--- config.mk ---
export PLATFORM = sky130hd
export DESIGN_NAME = lane_collector_flat
export DESIGN_NICKNAME = d
export VERILOG_FILES = /design/src/rtl/lane_pkg.sv /design/src/rtl/lane_collector_if.sv /design/src/rtl/lane_fifo.sv /design/src/rtl/lane_collector.sv /design/src/flat_wrapper.sv
export SDC_FILE = /design/constraint.sdc
export NUM_CORES = 1
export LEC_CHECK = 0
export CAP_MARGIN = 20
export CORE_ASPECT_RATIO = 1.4
export CORE_UTILIZATION = 45
export CTS_CLUSTER_SIZE = 10
export DETAILED_ROUTE_END_ITERATION = 7
export GPL_ROUTABILITY_DRIVEN = 0
export PLACE_DENSITY_LB_ADDON = 0.15
export RECOVER_POWER = 50
export SLEW_MARGIN = 20
export SYNTH_ARGS = -nofsm -noshare
export SYNTH_HDL_FRONTEND = slang
export SYNTH_SLANG_ARGS = --single-unit
--- constraint.sdc ---
create_clock -name clk -period 3.9 [get_ports clk]
set_clock_uncertainty 0.2 [all_clocks]
set_input_delay 0.78 -clock clk [delete_from_list [all_inputs] [get_ports clk]]
set_output_delay 0.78 -clock clk [all_outputs]
set_load 0.005 [all_outputs]
--- src/rtl/lane_pkg.sv ---
// ---------------------------------------------------------------------------
// lane_pkg
// Shared definitions for the lane collector.
//   - state_e   : collector FSM states (IDLE, COLLECT, COMMIT)
//   - LANES     : default number of lanes per word
//   - LANE_W    : width of one lane in bits
//   - LANE_IDLE : value an idle lane presents on the bus
// ---------------------------------------------------------------------------
package lane_pkg;

  localparam int LANES = 4;
  localparam int LANE_W = 4;
  localparam logic [LANE_W-1:0] LANE_IDLE = 4'hF;

  typedef enum logic [1:0] {
    IDLE    = 2'd0,
    COLLECT = 2'd1,
    COMMIT  = 2'd2
  } state_e;

endpackage

--- src/rtl/lane_collector_if.sv ---
// ---------------------------------------------------------------------------
// lane_collector_if
// Bundles the lane bus from the engine and the consumer read port.
//   din      : lane bus, lane k is din[4k+3:4k]
//   wr       : source write-active, low aborts a partial word
//   lane_en  : per-lane strobe
//   rd       : read request
//   rd_data  : read word
//   rd_valid : one-cycle pulse marking a new rd_data
//   full     : FIFO holds DEPTH words
//   empty    : FIFO holds no words
//   count    : number of stored words
//   err      : sticky protocol error
// Modports: master drives the lane bus and read request, slave is the
// collector itself.
// ---------------------------------------------------------------------------
interface lane_collector_if #(
  parameter int WIDTH = 16,
  parameter int LANES = lane_pkg::LANES,
  parameter int DEPTH = 16
);

  localparam int CW = $clog2(DEPTH) + 1;

  logic [WIDTH-1:0] din;
  logic             wr;
  logic [LANES-1:0] lane_en;
  logic             rd;
  logic [WIDTH-1:0] rd_data;
  logic             rd_valid;
  logic             full;
  logic             empty;
  logic [CW-1:0]    count;
  logic             err;

  modport master (
    output din, wr, lane_en, rd,
    input  rd_data, rd_valid, full, empty, count, err
  );

  modport slave (
    input  din, wr, lane_en, rd,
    output rd_data, rd_valid, full, empty, count, err
  );

endinterface

--- src/rtl/lane_fifo.sv ---
// ---------------------------------------------------------------------------
// lane_fifo
// DEPTH x WIDTH word store with wrapping write/read pointers, an occupancy
// counter and a registered read port (one-cycle read latency).
//   clk        : clock
//   rst        : asynchronous active-low reset
//   wr_en_i    : write request (ignored when full)
//   wr_data_i  : word to store
//   rd_i       : read request (ignored when empty)
//   rd_data_o  : last word read, holds between reads
//   rd_valid_o : high for one cycle after a successful read
//   full_o     : count == DEPTH
//   empty_o    : count == 0
//   count_o    : stored words
// DEPTH must be a power of two so the pointers wrap naturally.
// ---------------------------------------------------------------------------
module lane_fifo #(
  parameter int WIDTH = 16,
  parameter int DEPTH = 16
) (
  input  logic                     clk,
  input  logic                     rst,
  input  logic                     wr_en_i,
  input  logic [WIDTH-1:0]         wr_data_i,
  input  logic                     rd_i,
  output logic [WIDTH-1:0]         rd_data_o,
  output logic                     rd_valid_o,
  output logic                     full_o,
  output logic                     empty_o,
  output logic [$clog2(DEPTH):0]   count_o
);

  localparam int AW = $clog2(DEPTH);
  localparam int CW = AW + 1;

  logic [WIDTH-1:0] mem [DEPTH];
  logic [AW-1:0]    wptr_q;
  logic [AW-1:0]    rptr_q;
  logic [CW-1:0]    count_q;
  logic [WIDTH-1:0] rd_data_q;
  logic             rd_valid_q;
  logic             doWrite;
  logic             doRead;

  // Full and empty come from the registered count only, so a read in the
  // same cycle cannot open room for a write that cycle.
  assign full_o  = (count_q == CW'(DEPTH));
  assign empty_o = (count_q == '0);
  assign doWrite = wr_en_i && !full_o;
  assign doRead  = rd_i && !empty_o;

  // Storage array is not reset; only valid entries are ever read.
  always_ff @(posedge clk) begin
    if (doWrite) begin
      mem[wptr_q] <= wr_data_i;
    end
  end

  always_ff @(posedge clk or negedge rst) begin
    if (!rst) begin
      wptr_q     <= '0;
      rptr_q     <= '0;
      count_q    <= '0;
      rd_data_q  <= '0;
      rd_valid_q <= 1'b0;
    end else begin
      rd_valid_q <= doRead;
      if (doWrite) begin
        wptr_q <= wptr_q + 1'b1;
      end
      if (doRead) begin
        rptr_q    <= rptr_q + 1'b1;
        rd_data_q <= mem[rptr_q];
      end
      // Simultaneous write and read leaves the count unchanged.
      case ({doWrite, doRead})
        2'b10:   count_q <= count_q + 1'b1;
        2'b01:   count_q <= count_q - 1'b1;
        default: count_q <= count_q;
      endcase
    end
  end

  assign rd_data_o  = rd_data_q;
  assign rd_valid_o = rd_valid_q;
  assign count_o    = count_q;

endmodule

--- src/rtl/lane_collector.sv ---
// ---------------------------------------------------------------------------
// lane_collector
// Captures a WIDTH-bit word one LANE_W-bit lane at a time, each lane
// qualified by its own strobe, and commits complete words into lane_fifo.
//   clk : clock, all state updates on the rising edge
//   rst : asynchronous active-low reset
//   bus : lane_collector_if.slave (lane bus in, FIFO read port out)
// Optional feature macro: LANE_COLLECTOR_ERR_EN
//   defined   : duplicate strobes keep the first nibble and set a sticky err,
//               strobes while waiting to commit also set err
//   undefined : duplicate strobes overwrite (last wins), err stays 0
// ---------------------------------------------------------------------------
module lane_collector #(
  parameter int WIDTH = 16,
  parameter int LANES = lane_pkg::LANES,
  parameter int DEPTH = 16
) (
  input  logic             clk,
  input  logic             rst,
  lane_collector_if.slave  bus
);

  import lane_pkg::*;

  state_e           state_q, state_d;
  logic [WIDTH-1:0] asm_q, asm_d;
  logic [LANES-1:0] mask_q, mask_d;
  logic [LANES-1:0] take;
  logic             err_q, err_d;
  logic             commitEn;
  logic             fifoFull;

  // Next-state logic: lane capture, abort, and the commit handshake with
  // the FIFO. The mask including this cycle's captures decides whether the
  // word is complete, so all lanes arriving together go straight to COMMIT.
  always_comb begin
    state_d  = state_q;
    asm_d    = asm_q;
    mask_d   = mask_q;
    err_d    = err_q;
    take     = '0;
    commitEn = 1'b0;
    case (state_q)
      IDLE, COLLECT: begin
        if (!bus.wr) begin
          mask_d  = '0;
          state_d = IDLE;
        end else begin
`ifdef LANE_COLLECTOR_ERR_EN
          take = bus.lane_en & ~mask_q;
          if (|(bus.lane_en & mask_q)) begin
            err_d = 1'b1;
          end
`else
          take = bus.lane_en;
`endif
          for (int k = 0; k < LANES; k++) begin
            if (take[k]) begin
              asm_d[k*LANE_W +: LANE_W] = bus.din[k*LANE_W +: LANE_W];
            end
          end
          mask_d = mask_q | take;
          if (&mask_d) begin
            state_d = COMMIT;
          end else if (|mask_d) begin
            state_d = COLLECT;
          end
        end
      end
      COMMIT: begin
`ifdef LANE_COLLECTOR_ERR_EN
        if (|bus.lane_en) begin
          err_d = 1'b1;
        end
`endif
        // Stall here until the registered count shows room.
        if (!fifoFull) begin
          commitEn = 1'b1;
          mask_d   = '0;
          state_d  = IDLE;
        end
      end
      default: begin
        mask_d  = '0;
        state_d = IDLE;
      end
    endcase
  end

  always_ff @(posedge clk or negedge rst) begin
    if (!rst) begin
      state_q <= IDLE;
      asm_q   <= '0;
      mask_q  <= '0;
      err_q   <= 1'b0;
    end else begin
      state_q <= state_d;
      asm_q   <= asm_d;
      mask_q  <= mask_d;
      err_q   <= err_d;
    end
  end

  lane_fifo #(
    .WIDTH (WIDTH),
    .DEPTH (DEPTH)
  ) u_fifo (
    .clk        (clk),
    .rst        (rst),
    .wr_en_i    (commitEn),
    .wr_data_i  (asm_q),
    .rd_i       (bus.rd),
    .rd_data_o  (bus.rd_data),
    .rd_valid_o (bus.rd_valid),
    .full_o     (fifoFull),
    .empty_o    (bus.empty),
    .count_o    (bus.count)
  );

  assign bus.full = fifoFull;
  assign bus.err  = err_q;

endmodule
--- src/flat_wrapper.sv ---
// flat-port wrapper written by rule: the top's interface ports become plain ports
module lane_collector_flat import lane_pkg::*;
#(
  parameter int WIDTH = 16,
  parameter int LANES = lane_pkg::LANES,
  parameter int DEPTH = 16
)
  (clk, rst, bus_din, bus_wr, bus_lane_en, bus_rd, bus_rd_data, bus_rd_valid, bus_full, bus_empty, bus_count, bus_err);
  lane_collector_if #(.WIDTH(WIDTH), .LANES(LANES), .DEPTH(DEPTH)) bus_i ();
  input  logic clk;
  input  logic rst;
  input wire logic [$bits(bus_i.din)-1:0] bus_din;
  input wire logic [$bits(bus_i.wr)-1:0] bus_wr;
  input wire logic [$bits(bus_i.lane_en)-1:0] bus_lane_en;
  input wire logic [$bits(bus_i.rd)-1:0] bus_rd;
  output wire logic [$bits(bus_i.rd_data)-1:0] bus_rd_data;
  output wire logic [$bits(bus_i.rd_valid)-1:0] bus_rd_valid;
  output wire logic [$bits(bus_i.full)-1:0] bus_full;
  output wire logic [$bits(bus_i.empty)-1:0] bus_empty;
  output wire logic [$bits(bus_i.count)-1:0] bus_count;
  output wire logic [$bits(bus_i.err)-1:0] bus_err;
  assign bus_i.din = bus_din;
  assign bus_i.wr = bus_wr;
  assign bus_i.lane_en = bus_lane_en;
  assign bus_i.rd = bus_rd;
  assign bus_rd_data = bus_i.rd_data;
  assign bus_rd_valid = bus_i.rd_valid;
  assign bus_full = bus_i.full;
  assign bus_empty = bus_i.empty;
  assign bus_count = bus_i.count;
  assign bus_err = bus_i.err;
  lane_collector #(.WIDTH(WIDTH), .LANES(LANES), .DEPTH(DEPTH)) u_core (.clk(clk), .rst(rst), .bus(bus_i));
endmodule
==> metrics.txt, run 1 <==
Leakage=4.59 nW; CP max FO=6; floorplan core area=0.0260 mm2; routed len/inst=22.4 um; largest net degree at the start of global routing=45; PortBufs=between 40 and 50; largest area contributor in the netlist=edfxtp_1; Die Ht=between 150 and 200 um; CTS clk-pin slew, worst paths=approximately 0.050 ns; GR Util All Layers=roughly 18%; Cells after Synth=580; synth top area cells=edfxtp_1 65%, mux4_2 12%, dfrtp_1 11%; FF-to-FF setup slack=between 0.9 and 1 ns; Final Slew Violations=38; Critical R2R Launch=u_core.u_fifo.count_o[1]; synth warn=0; H-Tree Depth=2; vias in the first global route=~6,300; final period utilization=82.8%; Synth Area in Compound Gates=3.42%; # DRC=0; sequential group share of total power=between 40% and 50%; routed vias/inst=approximately 5.6; Final Hold Vio Count=0; pwr/cell area=681 mW/mm2; NetSw=2.53 mW; post-DP HPWL=roughly 14 mm; Die Width=between 100 and 150 um; # rows=70; largest family of logic cells by synthesized area=multiplexers; crit end category=output port; Int Pwr=6.90 mW; hold_sp=u_core.mask_q[2]; FMAX=about 0.31 GHz; TritonCTS clock tree=done; HP Class=reg2reg; Resized cells post-CTS=0; hold-critical path depth=2; Initial Util=between 40% and 50%; Final Setup Violations=0; DR vias=5,629; CP Cell Sequence=nor4_1, and2_1, clkdlybuf4s50_1; iteration-0 DRC count of the detailed router=356; first-pass GRT wire length=36.2 mm; RSZ-0062 raised after global routing=false; antenna violations before repair=0; Hold WS=0.325 ns; Post-CTS Hold Buffers=0; Clock Path Buffers=3; Yosys cell types=35; worst slew pin tran=1.86 ns; maxcap violations=2; Post-Syn Nets=approximately 600; Post-Route Setup TNS=0 ns; CTS buffer count=36; register bit count reported by yosys=308; post-synthesis adder-cell area fraction=1.12%; PnR Total Power=9.43 mW; die area=0.0271 mm2; mux contribution to synthesized area=around 15%; post-synth top area share=64.6%; DR pass1 iterations=4; worst skew pair latency=0.52 ns; Synth Area per Inst=just over 20 um2; Reg2Reg Depth=5; Routed WL=22.7 mm; CP peak stage delay=0.53 ns; Top Ports=49; worst endpoint required time=2.92 ns; area grow syn2layout=16.5%; Cell Area, Synth=around 0.012 mm2; Crit Path Category=reg2out; crit path launch type=flop; combinational cell fraction of total power=22.7%; Post-Synth Simple-Gate Area=2.07%; slew margin rel.=-24.1%; Clock power frac=between 30% and 40%; switching share of power=26.8%; minimum clock period=3.23 ns; crit path DAT=around 2.3 ns; failing checks=max-capacitance violations, max-slew violations; ys flop type=edfxtp_1; Nets=693; share of post-route cells with drive strength above 1=24.5%; diodes inserted=0; Synth async-reset ratio=16.9%; outcome=finished, violations left; post-route ant nets=0; Worst VDD drop=0.000444 V; post-synthesis sequential area ratio=roughly 76%; Setup Buffers After CTS=0; root cell of the clock tree=clkbuf_16; Synth Area in XOR/XNOR=0.737%; total gr overflow=0; crit path max-delay cell type=nor4_1; RR Endpoint=u_core.u_fifo.rd_data_o[11]; clock sinks=308; hold endpoint=u_core.mask_q[2]; EDFF count, synth=256
-- cell usage after synthesis, types with 3 or more instances --
| library cell | count |
|---|---|
| dfrtp_1 | 52 |
| clkbuf_1 | 10 |
| buf_2 | 6 |
| nor2_1 | 20 |
| inv_1 | 3 |
| mux2_2 | 34 |
| mux4_2 | 64 |
| a21oi_1 | 23 |
| nor2b_1 | 3 |
| o22ai_1 | 33 |
| buf_4 | 6 |
| nand2_1 | 13 |
| edfxtp_1 | 256 |
| buf_1 | 3 |
| ha_1 | 9 |
| o21ai_0 | 3 |
| xnor2_1 | 8 |
| nand2b_1 | 4 |
| nor3_1 | 6 |
| buf_6 | 5 |
-- cell usage in the layout, fill, tap and decap left out, drive strengths merged --
cell type,Yosys,routed
edfxtp,256,256
clkbuf,10,68
mux4,64,64
dfrtp,52,52
clkdlybuf4s50,0,44
mux2,34,34
o22ai,33,33
a21oi,23,23
buf,20,21
nor2,20,20
nand2,13,13
ha,9,9
xnor2,8,8
nor3,6,6
inv,3,5
nand2b,4,4
nor2b,3,3
o21ai,3,3
nor4,2,2
a21o,2,2
xor2,2,2
nand4,2,2
dlygate4sd3,0,2
or4,1,1
o21a,1,1
a21boi,1,1
and2,1,1
or2,1,1
o211ai,1,1
a31oi,1,1
mux2i,1,1
a22o,1,1
fa,1,1
conb,1,1
-- worst max-delay path, delay by kind of cell, from the launching register on --
kind	cells	cell delay, ns
AND/OR/NAND/NOR	2	0.78
flip-flops	1	0.46
buffers and inverters	1	0.51
-- state kept, by name (all words and copies together), names as in the netlist, 2 cells and up --
| signal | count |
|---|---|
| u_core.u_fifo.mem | 256 |
| u_core.asm_q | 16 |
| u_core.u_fifo.rd_data_o | 16 |
| u_core.u_fifo.count_o | 5 |
| u_core.mask_q | 4 |
| u_core.u_fifo.rptr_q | 4 |
| u_core.u_fifo.wptr_q | 4 |
| u_core.state_q | 2 |
-- final cells by class --
class	count	area (um2)
Tap cell	324	405
Multi-Input combinational cell	239	2730
Clock buffer	64	1040
Timing Repair Buffer	71	658
Sequential cell	308	8990
Clock inverter	2	17.5
Fill cell	1988	12200
Inverter	3	11.3
-- stage by stage --
step | cell area (um2) | util [%] | instances | setup WS (ns)
detailed placement | 12800 | 49.3 | 945 | 0.782
finish | 13900 | 53.3 | 1011 | 0.671
CTS | 13900 | 53.3 | 1011 | 0.648
global placement | 12800 | 49.3 | 945 | 0.825
global route | 13900 | 53.3 | 1011 | 0.587
floorplan | 11900 | - | 580 | 0.811
-- power by group through the flow --
stage	clock (mW)	combinational [mW]	sequential, mW
6_report	3.00	2.14	4.29
5_1_grt	3.20	2.33	4.34
4_1_cts	3.07	2.19	4.30
3_5_place_dp	0	2.17	4.37
3_3_place_gp	0	2.14	4.33
2_1_floorplan	0	1.65	4.13
-- worst max-delay path by stage --
stage | cells after the start | to | slack [ns] | from
floorplan | 10 | u_core.u_fifo.count_o[4] | 0.81 | u_core.u_fifo.count_o[1]
global placement | 8 | u_core.u_fifo.count_o[4] | 0.82 | bus_rd
detailed placement | 8 | u_core.u_fifo.count_o[4] | 0.78 | bus_rd
CTS | 3 | bus_full | 0.65 | u_core.u_fifo.count_o[1]
global route | 5 | u_core.u_fifo.rptr_q[3] | 0.59 | bus_rd
finish | 3 | bus_full | 0.67 | u_core.u_fifo.count_o[0]
-- cell families (layout without fill, tap and decap cells) --
group,count (synthesis),count (layout)
mux,99,99
simple gates,53,53
fa+ha+maj,10,10
buf+inv,33,140
compound gates,66,66
other cells,1,1
xor+xnor,10,10
flops,308,308
-- per-layer routing --
layer  vias to the layer above  share of wire (%)  GRT usage [%]
met3                        43                3.8           2.69
met1                      2944                 41           22.4
met2                       124                 53           31.4
li1                       2518                  -              -
met4                         0                2.8           7.33
met5                         -                  0              0
Note: power is estimated with default switching activity, not from simulation.
==> run 2, diff against run 1 <==
==> constraint.sdc (replaced) <==
create_clock -name clk -period 3.11 [get_ports clk]
set_clock_uncertainty 0.2 [all_clocks]
set_input_delay 0.622 -clock clk [delete_from_list [all_inputs] [get_ports clk]]
set_output_delay 0.622 -clock clk [all_outputs]
set_load 0.005 [all_outputs]
==> metrics.txt, run 2 (synthesized netlist as in run 1, its figures left out) <==
Nets=697 (+0.58%); Worst VDD drop=0.000560 V (+26%); Hold WS=0.296 ns (-0.0292 ns); Initial Util=45.7% (unchanged); failing checks=max-capacitance violations, max-slew violations; Crit Path Category=reg2out; Routed WL=23.3 mm (+2.6%); antenna violations before repair=0 (unchanged); Post-Route Setup TNS=0 ns (unchanged); diodes inserted=0 (unchanged); RSZ-0062 raised after global routing=false; DR pass1 iterations=4 (unchanged); routed vias/inst=5.63 (+1.0%); vias in the first global route=6,302 (-0.25%); root cell of the clock tree=clkbuf_16; first-pass GRT wire length=36.5 mm (+0.88%); routed len/inst=22.9 um (+2.3%); CP delay by family, top=simple AND/OR/NAND/NOR gates; crit path DAT=2.16 ns (-0.09 ns); crit path launch type=flop; Critical R2R Launch=u_core.u_fifo.count_o[3]; TritonCTS clock tree=done; Fillers=1,995 (+0.35%); total gr overflow=0 (unchanged); commonest non-fill, non-tap cells in the layout=256 x edfxtp_1, 64 x mux4_2, 50 x dfrtp_1, 45 x clkdlybuf4s50_1, 37 x clkbuf_16; die area=0.0271 mm2 (unchanged); Clock Path Buffers=3 (unchanged); Top Ports=49 (unchanged); iteration-0 DRC count of the detailed router=439 (+23%); maxcap violations=1 (-1); post-DP HPWL=14.3 mm (about the same); Die Ht=194 um (unchanged); crit end category=output port; share of post-route cells with drive strength above 1=24.6% (+0.18 points); non-filler cells, final=1,014 (+0.30%); hold-critical path depth=2 (unchanged); minimum clock period=2.98 ns; CP startpoint=u_core.u_fifo.count_o[3]; GR Util All Layers=18.1% (+0.14 points); switching share of power=27.0% (+0.18 points); clock sinks=308 (unchanged); RR Endpoint=u_core.u_fifo.count_o[4]; largest net degree at the start of global routing=40 (-11%); worst slew pin tran=2.24 ns (+0.384 ns); CTS buffer count=36 (unchanged); crit path max-delay cell type=or4_1; WP depth=3 (unchanged); Clock power frac=31.7% (about the same); floorplan core area=0.0260 mm2 (unchanged); final period utilization=95.8%; CTS clk-pin slew, worst paths=0.05 ns (about the same); Buf/Inv on CP=1 (unchanged); FF-to-FF setup slack=0.16 ns (-0.80 ns); HP Class=reg2reg; NetSw=3.20 mW (+27%); worst endpoint required time=2.29 ns (-0.63 ns); CP Cell Sequence=or4_1, nor2_1, clkdlybuf4s50_1; # rows=70 (unchanged); CP peak stage delay=0.59 ns (+0.06 ns); Int Pwr=8.67 mW (+26%); area grow syn2layout=16.7%; Final Setup Violations=0 (unchanged); CP max FO=5 (-1); met3 wire len=814 um (-6.0%); sequential group share of total power=45.3% (-0.2 points); most common cell after layout, fill and taps aside=edfxtp_1; Inst Count DP=949 (+0.42%); H-Tree Depth=2 (unchanged); # DRC=0 (unchanged); Reg2Reg Depth=8 (+3); Area after DPL=0.0128 mm2 (+0.23%); Die Width=139 um (unchanged); outcome=finished, violations left; highest metal used=met4; met2 wire len=12.0 mm (+0.93%); fin area=0.0139 mm2 (+0.14%); post-route ant nets=0 (unchanged); worst skew pair latency=0.50 ns (-0.02 ns); Final Hold Vio Count=0 (unchanged); max reg flops=256 (unchanged); FMAX=between 0.3 and 0.4 GHz; met1 wire length=9.84 mm (+6.5%); hold endpoint=u_core.mask_q[2]; pwr/cell area=856 mW/mm2 (+26%); slew margin rel.=-49.6% (-26 points); Largest Register=u_core.u_fifo.mem; PortBufs=47 (unchanged); DR vias=5,704 (+1.3%); combinational cell fraction of total power=23.0% (+0.3 points); Leakage=4.60 nW (+0.25%); Final Slew Violations=36 (-5.3%); hold_sp=u_core.mask_q[2]
-- run 2: final cells by class --
type	instances	area, um2	area share [%]
repair buffers	75	682	4.92
clock inverters	2	17.5	0.126
multi-input cells	239	2730	19.7
well taps	324	405	2.92
clock buffers	63	1030	7.45
flip-flops and latches	308	8990	64.8
inverters	3	11.3	0.0812
-- run 2: how the worst max path moves through the flow --
stage                     slack [ns]                       end
after floorplan                 0.02  u_core.u_fifo.count_o[4]
after global placement          0.20  u_core.u_fifo.count_o[4]
after detailed placement        0.16  u_core.u_fifo.count_o[4]
after CTS                      0.006                  bus_full
after global routing            0.03   u_core.u_fifo.mem[9][6]
final                           0.13                 bus_empty
-- run 2: stage by stage --
| stage | utilization, % | setup slack (ns) | power, mW |
|---|---|---|---|
| after floorplan | - | 0.0211 | 7.25 |
| after global placement | 49.4 | 0.204 | 8.16 |
| after detailed placement | 49.4 | 0.156 | 8.24 |
| after CTS | 53.4 | 0.00648 | 12.0 |
| after global routing | 53.3 | 0.0329 | 12.4 |
| final | 53.3 | 0.132 | 11.9 |
-- run 2: per-layer routing --
metal	vias up	global-route usage (%)
li1	2525	-
met4	0	6.46
met3	41	2.34
met2	124	32.2
met1	3014	22.7
met5	-	0
-- run 2: tightest hold or removal path, cell delays in order, from the launching register on --
cell and delay [ns]:
dfrtp_1 0.34, a21oi_1 0.04, nor2_1 0.07
-- run 2: power groups by stage --
stage                     clock network (mW)  logic [mW]  registers (mW)
final                                   3.76        2.73            5.38
after global routing                    4.00        2.96            5.46
after detailed placement                   0        2.76            5.48
after global placement                     0        2.72            5.44
after CTS                               3.85        2.77            5.40
after floorplan                            0        2.07            5.18
-- run 2: what timing repair did --
item / CTS / global route
setup endpoints to repair: 0 / 1
gates resized for setup: 0 / 1
setup buffers: 0 / 0
hold buffers: 0 / 0
